**src/rtl/lc3_pkg.sv**
```systemverilog
// Shared LC-3 decode types: opcode map, execute-control field layout and writeback selects.
package lc3_pkg;

  typedef enum logic [3:0] {
    OpBr  = 4'b0000,
    OpAdd = 4'b0001,
    OpLd  = 4'b0010,
    OpSt  = 4'b0011,
    OpAnd = 4'b0101,
    OpLdr = 4'b0110,
    OpStr = 4'b0111,
    OpNot = 4'b1001,
    OpLdi = 4'b1010,
    OpSti = 4'b1011,
    OpJmp = 4'b1100,
    OpLea = 4'b1110
  } opcode_e;

  typedef struct packed {
    logic [1:0] alu_control;
    logic [1:0] pcselect1;
    logic       pcselect2;
    logic       op2select;
  } e_control_t;

  localparam logic [1:0] AluAdd = 2'b00;
  localparam logic [1:0] AluAnd = 2'b01;
  localparam logic [1:0] AluNot = 2'b10;

  localparam logic [1:0] WSelAlu = 2'b00;
  localparam logic [1:0] WSelMem = 2'b01;
  localparam logic [1:0] WSelPc  = 2'b10;

endpackage

```
**src/rtl/lc3_decode_lut.sv**
```systemverilog
// Combinational opcode-to-control table; anything outside the map decodes to all-zero controls.
module lc3_decode_lut
  import lc3_pkg::*;
(
  input  logic [3:0] opcode,
  input  logic       imm_sel,
  output e_control_t e_control,
  output logic [1:0] w_control,
  output logic       mem_control,
  output logic       illegal
);

  always_comb begin
    e_control   = '0;
    w_control   = WSelAlu;
    mem_control = 1'b0;
    illegal     = 1'b0;
    case (opcode)
      OpAdd: begin
        e_control.alu_control = AluAdd;
        e_control.op2select   = ~imm_sel;
      end
      OpAnd: begin
        e_control.alu_control = AluAnd;
        e_control.op2select   = ~imm_sel;
      end
      OpNot: e_control.alu_control = AluNot;
      OpBr, OpSt: begin
        e_control.pcselect1 = 2'b01;
        e_control.pcselect2 = 1'b1;
      end
      OpLd: begin
        e_control.pcselect1 = 2'b01;
        e_control.pcselect2 = 1'b1;
        w_control           = WSelMem;
      end
      OpLdi: begin
        e_control.pcselect1 = 2'b01;
        e_control.pcselect2 = 1'b1;
        w_control           = WSelMem;
        mem_control         = 1'b1;
      end
      OpSti: begin
        e_control.pcselect1 = 2'b01;
        e_control.pcselect2 = 1'b1;
        mem_control         = 1'b1;
      end
      OpLea: begin
        e_control.pcselect1 = 2'b01;
        e_control.pcselect2 = 1'b1;
        w_control           = WSelPc;
      end
      OpLdr: begin
        e_control.pcselect1 = 2'b10;
        w_control           = WSelMem;
      end
      OpStr: e_control.pcselect1 = 2'b10;
      OpJmp: e_control.pcselect1 = 2'b11;
      default: illegal = 1'b1;
    endcase
  end

endmodule

```
**src/rtl/lc3_decode.sv**
```systemverilog
// LC-3 decode stage: registers instruction, next-PC and decoded controls in one cycle.
// Optional LC3_DECODE_ILLEGAL_DET_EN adds a registered 'illegal' flag for unsupported opcodes.
module lc3_decode
  import lc3_pkg::*;
#(
  parameter int unsigned DATA_W = 16
) (
  input  logic              clock,
  input  logic              reset,
  input  logic [DATA_W-1:0] npc_in,
  input  logic [DATA_W-1:0] instr_dout,
  input  logic [2:0]        psr,
  input  logic              enable_decode,
  output logic [DATA_W-1:0] IR,
  output logic [DATA_W-1:0] npc_out,
  output logic [5:0]        E_control,
  output logic [1:0]        W_control,
  output logic              Mem_control,
  output logic              decode_valid
`ifdef LC3_DECODE_ILLEGAL_DET_EN
  ,
  output logic              illegal
`endif
);

  e_control_t lut_e;
  logic [1:0] lut_w;
  logic       lut_mem;
  logic       lut_illegal;

  e_control_t e_q;
  logic [1:0] w_q;
  logic       mem_q;

  // Condition codes are consumed later in the pipe, never here.
  logic unused_psr;
  assign unused_psr = ^psr;

  lc3_decode_lut u_lut (
    .opcode      (instr_dout[DATA_W-1 -: 4]),
    .imm_sel     (instr_dout[5]),
    .e_control   (lut_e),
    .w_control   (lut_w),
    .mem_control (lut_mem),
    .illegal     (lut_illegal)
  );

  always_ff @(posedge clock or negedge reset) begin
    if (!reset) begin
      IR           <= '0;
      npc_out      <= '0;
      e_q          <= '0;
      w_q          <= '0;
      mem_q        <= 1'b0;
      decode_valid <= 1'b0;
    end else begin
      decode_valid <= enable_decode;
      if (enable_decode) begin
        IR      <= instr_dout;
        npc_out <= npc_in;
        e_q     <= lut_e;
        w_q     <= lut_w;
        mem_q   <= lut_mem;
      end
    end
  end

  assign E_control   = e_q;
  assign W_control   = w_q;
  assign Mem_control = mem_q;

`ifdef LC3_DECODE_ILLEGAL_DET_EN
  always_ff @(posedge clock or negedge reset) begin
    if (!reset) begin
      illegal <= 1'b0;
    end else begin
      illegal <= enable_decode & lut_illegal;
    end
  end
`else
  logic unused_illegal;
  assign unused_illegal = lut_illegal;
`endif

endmodule

```
**config.mk**
```make
export PLATFORM = sky130hd
export DESIGN_NAME = lc3_decode
export DESIGN_NICKNAME = d
export VERILOG_FILES = /design/src/rtl/lc3_pkg.sv /design/src/rtl/lc3_decode_lut.sv /design/src/rtl/lc3_decode.sv
export SDC_FILE = /design/constraint.sdc
export NUM_CORES = 1
export LEC_CHECK = 0
export CAP_MARGIN = 20
export CORE_MARGIN = 2
export CORE_UTILIZATION = 43
export DETAILED_ROUTE_END_ITERATION = 10
export GPL_TIMING_DRIVEN = 0
export HOLD_SLACK_MARGIN = 0.12
export MAX_ROUTING_LAYER = met4
export PLACE_DENSITY = 0.92
export SLEW_MARGIN = 20
export SYNTH_ARGS = -nofsm -noshare
export SYNTH_HDL_FRONTEND = slang
export SYNTH_SLANG_ARGS = --single-unit
```
**constraint.sdc**
```tcl
create_clock -name clock -period 1.39 [get_ports clock]
set_input_delay 0.278 -clock clock [delete_from_list [all_inputs] [get_ports clock]]
set_output_delay 0.278 -clock clock [all_outputs]
set_load 0.02 [all_outputs]
```
# Word level (Yosys, flattened, before mapping)
# Index checks and enable logic that the tools add are counted.
op_classes:
  n_bitwise: 1
  mux: 6
  n_reduce_logical: 6
  n_eq_ne: 11
ops:
  columns: ["operator", "count"]
  rows:
  - ["== test 4 bit (second input constant)", 5]
  - ["== test 4 x 3 -> 1 bit (second input constant)", 3]
  - ["== test 4 x 2 -> 1 bit (second input constant)", 2]
  - ["one-hot mux 2 bit (2 select lines)", 2]
  - ["one-hot mux 2 bit (3 select lines)", 1]
  - ["OR reduction 2 bit", 3]
  - ["OR reduction 6 bit", 1]
  - ["== test 4 x 1 -> 1 bit (second input constant)", 1]
  - ["zero test 4 bit", 1]
  - ["2-to-1 mux 1 bit", 3]
  - ["OR reduction 3 bit", 1]
  - ["inverter 1 bit", 1]
word_totals:
  reg_bits: 42
  inputBits: 38

# Logic depth before layout (Yosys ltp)
depth:
  word_depth: 3
  ltp_mapped: 4
  ltp_nobuf: 3

# Hierarchy
# From an unflattened synthesis, not the netlist that was laid out.
hier_totals:
  cells_unflattened: 111
  hier_area_um2: 1899.3
modules_own_cells:
  columns: ["module", "area_per_inst_um2", "cells_each", "seq_area_each_um2", "n_inst"]
  rows:
  - ["lc3_decode", 1754.2, 88, 1051.0, 1]
  - ["lc3_decode_lut", 145.1, 23, 0.0, 1]

# Worst setup path after synthesis
# No wires, ideal clock.
synth_timing:
  path_kind: "input -> register"
  from: "input enable_decode"
  to: "register IR[10]"
  stages: 3
  slack_ns: 0.296
  t_arrival_ns: 0.970
  setup_ns: 0.125
  path_cell_list: "buf_2 > buf_4 > mux2_2"
synth_rtl:
  columns: ["element", "line_no", "text"]
  rows:
  - ["start: declaration", "lc3_decode.sv:13", "input logic enable_decode,"]
  - ["end signal: assignment", "lc3_decode.sv:59", "IR <= instr_dout;"]
  - ["end: declaration", "lc3_decode.sv:14", "output logic [DATA_W-1:0] IR,"]
# No word-level cell between the ends.

# Worst setup path in the final report
layout_timing:
  from: "input enable_decode"
  to: "register npc_out[2]"
layout_rtl:
  columns: ["element", "line_no", "text"]
  rows:
  - ["end signal: assignment", "lc3_decode.sv:60", "npc_out <= npc_in;"]
  - ["end: declaration", "lc3_decode.sv:15", "output logic [DATA_W-1:0] npc_out,"]
# No word-level cell between the ends.

==> impl_metrics.ini <==
[status]
status = completed

[grt]
grt_max_degree = 24
grt_pass1_vias = 1265
grt_first_pass_wirelength_mm = 6.00
antenna_found_initial = 0
grt_use_total = 0.194
grt_overflow_total = 0

[cells_and_area]
utilization = 0.689
nNetsFinal = 234
syn_to_final_growth_pct = 54.3
antennaDiodeCount = 0
stdcell_count = 245
drive_gt1_frac = 0.249

[timing]
maxSlewViolCount = 0
layout_min_cycle_time_ps = 1330
worst_slew_pin_slew_ps = 484
relSlewSlack = 0.677
hold_viol = 0
setup_viol = 0
period_share = 0.955
rsz0062_at_grt = no
fmax_mhz = 754
worst_clock_skew_ps = 0

[routing]
vias = 1212
wl_per_cell_microns = 14.9
dr_wl_met2_mm = 1.76
route.met3.wl_microns = 304
drt-total-wl_mm = 3.65
ant_nets = 0
top_layer_used = met4
drc = 0
dr.pass1.iters = 4
drt-met1-wl_mm = 1.55
drtIter0Drc = 32
vias_per_cell = 4.95

[critical_path]
crit_arrival_ps = 1500
r2r_slack_ps = 610
crit_type = primary input to flip-flop
path_buf_inv = 3
slowest_delay_ps = 490
startpoint_type = primary input
endpoint_kind = flip-flop
cpMostUsedCell = buf_4
cp_max_fo = 10
slowest_stage = clkdlybuf4s50_1
required_ps = 1570
cp_top_family = buffers and inverters
path_cells = clkdlybuf4s50_1 -> buf_4 -> buf_4 -> mux2_2

[cts]
cts_buffer_depth = 2
clk_latency_ps = 290
clkTransAtPathRegs_ps = 70
cts_made_buffers = 5
root_buffer = clkbuf_8
postCtsSetupBuffers = 0
cts-htree-levels = 2
cts_tree = yes
cts_sinks = 42

[yosys]
seq_area_frac_synth = 0.643
postSynthCellCount = 112
synth_area_leaders = dfrtp_1, mux2_2, inv_1, o21ai_0, buf_2
post-synth-top-count-cell = dfrtp_1
yosysUniqueCellTypes = 23
yosysWarningCount = 0
async_flop_share = 1.00
avgSynthCellArea_sq_um = 14.6
syn_area_sq_um = 1640
yosys.area.top_type_share = 0.643
ys_seq_elements = 42
synth_edf_count = 0
synthTopCellsByCount = dfrtp_1, mux2_2, inv_1
synth_ff_type = dfrtp_1
yosysTopAreaCell = dfrtp_1
syn-num-nets = 150

[place]
gp_congestion = 0.699
dpl.cell_count = 236
port_buffers = 75
hpwl_mm = 2.75

[pwr]
ir_worst_vdd_uv = 892
leakage_nw = 1.16
power.density_nw_per_um2 = 1100

[flow_run]
maxCapViolations = 0

[floorplan]
coreArea_sq_um = 3660
floorplan.initialDensity = 0.447
io_pins = 80
die_w_microns = 65.7
die_area_sq_um = 4310
placementRows = 22
die_h_microns = 65.7

[min_path]
hold_class = primary input to flip-flop
## worst paths after layout
kind,start,end,cells after the start
hold / removal,instr_dout[15],IR[15],2
min in group asynchronous,reset,IR[10],2
hold reg to reg,E_control[5],E_control[5],1
setup / recovery,enable_decode,npc_out[2],4
max in group asynchronous,reset,IR[1],3
setup reg to reg,IR[6],IR[6],1
## metrics by stage
stage / hold WS [ps] / TNS [ps] / area (sq um) / total power [mW] / setup WS [ps]
finish: 270 / 0 / 2520 / 2.78 / 62.9
global route: 273 / 0 / 2520 / 2.93 / 4.85
CTS: 260 / 0 / 2520 / 2.81 / 47.8
detailed placement: 267 / -8350 / 2470 / 2.10 / -338
global placement: 471 / -42920 / 2450 / 2.07 / -860
floorplan: -17.6 / 0 / 1640 / 1.70 / 296
## routing by layer
metal	track usage	vias to the layer above
met5	-	-
li1	-	553
met4	0.0521	0
met1	0.246	596
met2	0.292	59
met3	0.0771	4
## cell families (layout without fill, tap and decap cells)
kind of cell | after synthesis | count (layout) | share of synthesized area
AOI/OAI and AO/OA | 10 | 10 | 0.0360
buffers and inverters | 12 | 97 | 0.0390
and+or+nand+nor | 14 | 14 | 0.0490
muxes | 34 | 34 | 0.233
DFF | 42 | 42 | 0.643
## sequential cells by signal (all words and copies together), names as in the netlist
signal / count
IR: 16
Mem_control: 1
E_control: 6
decode_valid: 1
npc_out: 16
W_control: 2
## layout make-up
| type | count | area [sq um] |
|---|---|---|
| inverter | 6 | 22.5 |
| clock inverter | 1 | 5.00 |
| tap | 48 | 60.1 |
| clock buffer | 7 | 86.3 |
| buffer | 6 | 47.5 |
| fill | 268 | 1140 |
| sequential | 42 | 1050 |
| multi-input combinational | 58 | 520 |
| timing repair buffer | 77 | 731 |
## power breakdown
| group | internal, mW | switching (mW) | leakage, nW |
|---|---|---|---|
| sequential | 1.33 | 0.0566 | 0.504 |
| clock | 0.400 | 0.392 | 0.0482 |
| combinational | 0.302 | 0.301 | 0.610 |
| total | 2.03 | 0.750 | 1.16 |
## what timing repair did
| action | in CTS | in global routing |
|---|---|---|
| setup endpoints to repair | 53 | 5 |
| gates resized for setup | 43 | 1 |
| hold buffers | 1 | 0 |
| endpoints found under the hold margin | 19 | 0 |
## cells in the final DEF (no fill, tap or decap), types with 2 or more instances in the layout
master / n
inv_1: 6
nand2_1: 3
mux2_2: 32
o22ai_1: 2
dfrtp_1: 42
buf_2: 3
dlygate4sd2_1: 42
clkdlybuf4s50_1: 32
o21ai_0: 4
buf_6: 2
clkbuf_8: 6
buf_4: 2
nor2_1: 4
Note: power is estimated with default switching activity, not from simulation.
